==> src/rtl/soc_pkg.sv <==
// Shared SoC datapath types: default word width and elastic stage states.
package soc_pkg;

  localparam int unsigned DATA_WIDTH = 32;

  typedef logic [DATA_WIDTH-1:0] data_t;

  typedef enum logic [1:0] {
    S_EMPTY = 2'd0,
    S_BUSY  = 2'd1,
    S_FULL  = 2'd2
  } stage_state_e;

endpackage

==> src/rtl/pipe_reg_skid_stage.sv <==
// One elastic stage: main register plus skid slot, ready/valid decoded from state flops.
module skid_stage
  import soc_pkg::*;
#(
  parameter int unsigned WIDTH = DATA_WIDTH
) (
  input  logic             clk,
  input  logic             rst,
  input  logic             flush,
  input  logic             in_valid,
  input  logic [WIDTH-1:0] in_data,
  output logic             in_ready,
  output logic             out_valid,
  output logic [WIDTH-1:0] out_data,
  input  logic             out_ready
);

  stage_state_e     state_q, state_d;
  logic [WIDTH-1:0] main_q, main_d;
  logic [WIDTH-1:0] skid_q, skid_d;
  logic             xfer_in;
  logic             xfer_out;

  assign in_ready  = (state_q != S_FULL);
  assign out_valid = (state_q != S_EMPTY);
  assign out_data  = main_q;
  assign xfer_in   = in_valid & in_ready;
  assign xfer_out  = out_valid & out_ready;

  // State and data registers; reset clears everything.
  always_ff @(posedge clk or posedge rst) begin
    if (rst) begin
      state_q <= S_EMPTY;
      main_q  <= '0;
      skid_q  <= '0;
    end else begin
      state_q <= state_d;
      main_q  <= main_d;
      skid_q  <= skid_d;
    end
  end

  // Next-state: skid absorbs one word when downstream stalls; flush empties, data kept.
  always_comb begin
    state_d = state_q;
    main_d  = main_q;
    skid_d  = skid_q;
    unique case (state_q)
      S_EMPTY: begin
        if (xfer_in) begin
          main_d  = in_data;
          state_d = S_BUSY;
        end
      end
      S_BUSY: begin
        if (xfer_in && xfer_out) begin
          main_d = in_data;
        end else if (xfer_in) begin
          skid_d  = in_data;
          state_d = S_FULL;
        end else if (xfer_out) begin
          state_d = S_EMPTY;
        end
      end
      S_FULL: begin
        if (xfer_out) begin
          main_d  = skid_q;
          state_d = S_BUSY;
        end
      end
      default: state_d = S_EMPTY;
    endcase
    if (flush) begin
      state_d = S_EMPTY;
    end
  end

endmodule

==> src/rtl/pipe_reg.sv <==
// Elastic pipeline register: STAGES chained skid stages plus an occupancy counter.
module pipe_reg
  import soc_pkg::*;
#(
  parameter int unsigned WIDTH  = DATA_WIDTH,
  parameter int unsigned STAGES = 2,
  parameter int unsigned CNT_W  = $clog2(2 * STAGES + 1)
) (
  input  logic             clk,
  input  logic             rst,
  input  logic             flush,
  input  logic             in_valid,
  input  logic [WIDTH-1:0] in_data,
  output logic             in_ready,
  output logic             out_valid,
  output logic [WIDTH-1:0] out_data,
  input  logic             out_ready,
  output logic [CNT_W-1:0] count
);

  logic             stg_valid [STAGES+1];
  logic             stg_ready [STAGES+1];
  logic [WIDTH-1:0] stg_data  [STAGES+1];

  logic [CNT_W-1:0] count_q, count_d;
  logic             in_xfer;
  logic             out_xfer;

  assign stg_valid[0]      = in_valid;
  assign stg_data[0]       = in_data;
  assign stg_ready[STAGES] = out_ready;
  assign in_ready          = stg_ready[0];
  assign out_valid         = stg_valid[STAGES];
  assign out_data          = stg_data[STAGES];

  // Stage k sits between link k (upstream) and link k+1 (downstream).
  for (genvar k = 0; k < STAGES; k++) begin : g_stage
    skid_stage #(
      .WIDTH(WIDTH)
    ) u_stage (
      .clk      (clk),
      .rst      (rst),
      .flush    (flush),
      .in_valid (stg_valid[k]),
      .in_data  (stg_data[k]),
      .in_ready (stg_ready[k]),
      .out_valid(stg_valid[k+1]),
      .out_data (stg_data[k+1]),
      .out_ready(stg_ready[k+1])
    );
  end

  assign in_xfer  = in_valid & in_ready;
  assign out_xfer = out_valid & out_ready;
  assign count    = count_q;

  // Occupancy register.
  always_ff @(posedge clk or posedge rst) begin
    if (rst) begin
      count_q <= '0;
    end else begin
      count_q <= count_d;
    end
  end

  // Occupancy next-state: +1 on input, -1 on output, flush clears.
  always_comb begin
    count_d = count_q;
    if (flush) begin
      count_d = '0;
    end else if (in_xfer && !out_xfer) begin
      count_d = count_q + CNT_W'(1);
    end else if (!in_xfer && out_xfer) begin
      count_d = count_q - CNT_W'(1);
    end
  end

endmodule
==> config.mk <==
export PLATFORM = sky130hd
export DESIGN_NAME = pipe_reg
export DESIGN_NICKNAME = d
export VERILOG_FILES = /design/src/rtl/soc_pkg.sv /design/src/rtl/pipe_reg_skid_stage.sv /design/src/rtl/pipe_reg.sv
export SDC_FILE = /design/constraint.sdc
export NUM_CORES = 1
export LEC_CHECK = 0
export CORE_MARGIN = 2
export CORE_UTILIZATION = 35
export DETAILED_ROUTE_END_ITERATION = 12
export RECOVER_POWER = 25
export SLEW_MARGIN = 10
export SYNTH_ARGS = -nofsm -noshare
export SYNTH_HDL_FRONTEND = slang
export SYNTH_SLANG_ARGS = --single-unit
==> constraint.sdc <==
create_clock -name clk -period 13 [get_ports clk]
set_input_delay 3.9 -clock clk [delete_from_list [all_inputs] [get_ports clk]]
set_output_delay 3.9 -clock clk [all_outputs]
set_load 0.02 [all_outputs]
# Yosys cells after proc, flatten, opt, wreduce, memory -nomap -nowiden
# Index checks and enable logic that the tools add are counted.
# totals
reg_bits	135
inputBits	37
wordCells	77
# op_classes
add_sub_neg	2
reduce_logical	19
muxes	24
n_eq_ne	20
bitwise_logic	5
# op_table
cell	count
two-way mux 32 bit	6
case mux 32 bit (3 select lines)	2
two-way mux 2 bit	11
AND reduction 4 bit	4
case mux 2 bit (3 select lines)	2
!= test 2 x 1 -> 1 bit, second input constant	5
two-way mux 3 bit	3
!= test 3 x 2 -> 1 bit, second input constant	3
!= test 3 bit, second input constant	3
nonzero test 3 bit	3
!= test 2 bit, second input constant	3
AND reduction 3 bit	2
== test 2 x 1 -> 1 bit, second input constant	2
== test 2 bit, second input constant	2
logical AND 1 bit	4
zero test 2 bit	2
!= test 4 x 2 -> 1 bit, second input constant	1
!= test 4 x 3 -> 1 bit, second input constant	1
nonzero test 2 bit	2
adder 3 x 1 -> 3 bit, second input constant	1
bitwise AND 1 bit	3
subtractor 3 x 1 -> 3 bit, second input constant	1
zero test 1 bit	2
inverter 1 bit	2

# Longest topological paths before layout
# depth
word_depth	7
ltp_mapped	9
mapped_depth_nobuf	8

# Hierarchy
# Synthesis repeated with hierarchy kept, for this count alone.
# unflattened
cells_unflattened	398
area_unflattened_um2	6522.5
# by_module_without_submodules
module	area_per_inst_um2	seq_area_each_um2	cells_per_inst	n_inst
skid_stage	3144.3	1651.6	186	2
pipe_reg	234.0	75.1	26	1

# Worst setup path before layout
# No wires, ideal clock.
# synth_timing
path_type	input port to flip-flop
start	in out_ready
end	reg count_q[2], in the netlist count[2]
cell_stages	6
arrival_time_ns	5.119
path_buffers	0
setup_slack_ns	7.754
cell_sequence	and2b_1 > nor2_1 > fa_1 > and2_1 > mux2i_1 > mux2_1
# synth_via
elab_chain_cells	5
word_cells_on_any_way	7
# synth_rtl
element	line	rtl
start, declared	pipe_reg.sv:17	input logic out_ready,
bitwise AND 1 bit *	pipe_reg.sv:54	assign out_xfer = out_valid & out_ready;
zero test 1 bit	pipe_reg.sv:71	end else if (in_xfer && !out_xfer) begin
logical AND 1 bit	pipe_reg.sv:71	
two-way mux 3 bit	pipe_reg.sv:71	
two-way mux 3 bit	pipe_reg.sv:69	if (flush) begin
end signal, assigned	pipe_reg.sv:62	count_q <= count_d;
end, declared	pipe_reg.sv:25	logic [CNT_W-1:0] count_q, count_d;
# Mark *: on every way between the ends. The rest lies on a longest branch, timed or not.
# A chain may end at the register's enable or synchronous reset.

==> reports/metrics.cfg <==
[sta]
fmax_ghz=0.146
setup_violations=0
period_needed_ns=6.87
maxSlewViolCount=87
fin_hold_ws_ns=0.488
tns_ns=0
grt_setup_unrepaired=no
hold_viol=0
finalClockSkew_ns=0.00667
tightest_slew_ns=3.67
finalWorstSetupSlack_ns=6.13
post-route-period-util_pct=52.9
slew_headroom_pct=-146

[layout]
fin_nets=617
drive_above_1_share_pct=8.35
multi_input_area_sq_mm=0.00232
final_common_cell=dfrtp_1
diodes=0
layout_common_cells=dfrtp_1 (135), clkdlybuf4s50_1 (72), nand2_1 (66)
area_growth_pct=25.0
fill_cells=1513
stdcell_area_sq_mm=0.00735
seq_area_sq_mm=0.00338

[placed_design]
pre_cts_ws_ns=6.60
place_congestion=0.718
port_buffers=73
placed_area_sq_mm=0.00678
post-dp-hpwl_microns=7950

[die]
die_area_sq_mm=0.0178
num_io_pins=74
die_y_microns=134
die_w_microns=134
initial_core_util_pct=35.7
fp-row-count=47
core-area_sq_mm=0.0165

[grt]
grt_overflow=0
grt.busiest_layer=met2
met1_usage_pct=19.1
grt_usage_pct=15.3
grt_pass1_wl_microns=21300
use_met3_pct=3.54
antenna_found_initial=0
grt_pass1_vias=4192
grt_max_degree=87
use_met2_pct=25.6

[synth]
synth_warnings=0
synth_nets=555
synthDistinctLibCells=36
synthesis.area_sq_mm=0.00587
synth_cells=513
synth.area.top_cells=dfrtp_1 (58%), mux2_1 (12%), mux2i_1 (5.6%)
ys_ff_latch=135
synthFlopType=dfrtp_1
postSynth.asyncResetShare_pct=100
synth-seq-area-share_pct=57.5
yosysTopAreaCell=dfrtp_1
yosys.area.top_type_share_pct=57.5
syn_avg_cell_area_sq_um=11.5
synth_edf_count=0

[critical_path]
path_cells=dlygate4sd3_1 -> clkinvlp_2 -> buf_4
critPathBufInv=3
cp_data_required_time_ns=13.49
path_delay_family=buffers and inverters
worstSetupStartpointType=primary input
worst_path_max_delay_cell=clkinvlp_2
crit_arrival_ns=7.36
cp_slowest_stage_delay_ns=2.06
critPathKind=in2async
end_kind=async pin
cp_max_fo=86

[drt]
via_count=3989
route.detailed.drc=0
viasPerCell=4.94
first_pass_iters=6
ant_nets=0
wl_per_cell_microns=16.0
routed_wl_microns=12900
drt_iter0_drc=188

[power_and_ir_drop]
power_mw=1.44
leakagePower_nw=3.15
cellPowerDensity_mw_per_mm2=197
peakVddDrop_mv=0.139

[clocking]
clk_pin_slew_ns=0.06
cts.htree.levels=4
clock_path_buffers=2
cts-root-buf=clkbuf_16
cts_sinks=135
cts_tree=built
holdBufCountCts=0
clk_latency_ns=0.41
postCtsSetupBuffers=0
cts_made_buffers=17
cts-resized-gates=0

[outcome]
status=finished, violations left
violations=capacitance limit, slew limit

[job]
cap_violations=1

[min_path]
hold_class=reg2reg

-- logic make-up (layout without fill, tap and decap cells) --
family | count (synthesis) | count (layout) | synth area share (%)
AOI/OAI and AO/OA | 76 | 76 | 7.94
xor gates and xnor gates | 1 | 1 | 0.149
adders and majority gates | 5 | 5 | 1.19
buffers and inverters | 43 | 117 | 3.56
DFF | 135 | 135 | 57.5
muxes | 101 | 101 | 18.7
and+or+nand+nor | 152 | 152 | 11.0
-- flip-flops by register name, summed over array words and instances (netlist names) --
name / cells
g_stage.u_stage.out_data: 64
g_stage.u_stage.skid_q: 64
g_stage.u_stage.state_q: 4
count: 3
-- area by class of cell --
| class | count | share of cell area [%] |
|---|---|---|
| flip-flops and latches | 135 | 46.0 |
| multi-input cells | 335 | 31.6 |
| repair buffers | 77 | 10.4 |
| clock buffers | 22 | 6.46 |
| well taps | 220 | 3.75 |
| clock inverters | 9 | 1.36 |
| inverters | 9 | 0.477 |
-- power by group --
part | internal, mW | total (mW) | switching [mW]
logic | 0.177 | 0.354 | 0.177
registers | 0.550 | 0.625 | 0.0752
clock network | 0.295 | 0.465 | 0.171
-- per-layer routing --
| layer | share of wire, % | wire (microns) |
|---|---|---|
| met3 | 3.6 | 459 |
| met5 | 0 | 0 |
| met4 | 1.6 | 211 |
| met1 | 46 | 5930 |
| met2 | 49 | 6290 |
-- per-stage QoR --
stage / cells / util (%)
3_3_place_gp: 776 / 41.1
2_1_floorplan: 513 / -
5_1_grt: 807 / 44.6
3_5_place_dp: 776 / 41.1
4_1_cts: 807 / 44.6
6_report: 807 / 44.6
-- worst register-to-register path, stage by stage, from the launching register on --
cell and delay, ns:
dfrtp_1 0.42, inv_1 0.10, ha_2 0.16, buf_4 0.55
o21ba_2 0.31, o211ai_4 0.81, and2_1 0.62, buf_4 0.36
o21ai_1 0.11
-- path summary, 6_finish.rpt --
path                                                from                              to  slack, ns  cells past startpoint
setup / recovery                                     rst    g_stage[0].u_stage.skid_q[6]       6.13                      3
setup reg to reg           g_stage[1].u_stage.state_q[0]  g_stage[1].u_stage.out_data[2]       9.43                      8
max in group clk           g_stage[0].u_stage.state_q[1]                        in_ready       6.18                      3
hold reg to reg            g_stage[1].u_stage.skid_q[25]   g_stage[1].u_stage.skid_q[25]       0.49                      1
hold / removal             g_stage[1].u_stage.skid_q[25]   g_stage[1].u_stage.skid_q[25]       0.49                      1
min in group asynchronous                            rst   g_stage[0].u_stage.skid_q[29]       5.03                      2
-- synth_stat cells (2+ instances only) --
library cell	instances
nor2_1	41
nand2_1	66
inv_2	2
buf_2	14
clkbuf_1	12
mux2_2	3
nor2b_1	3
and2_1	2
a21oi_1	2
dfrtp_1	135
ha_1	4
mux2i_1	33
inv_1	7
o21ai_1	32
nor3_1	2
nand3_1	33
a31oi_1	32
mux2_1	65
buf_4	8
Note: power is estimated with default switching activity, not from simulation.
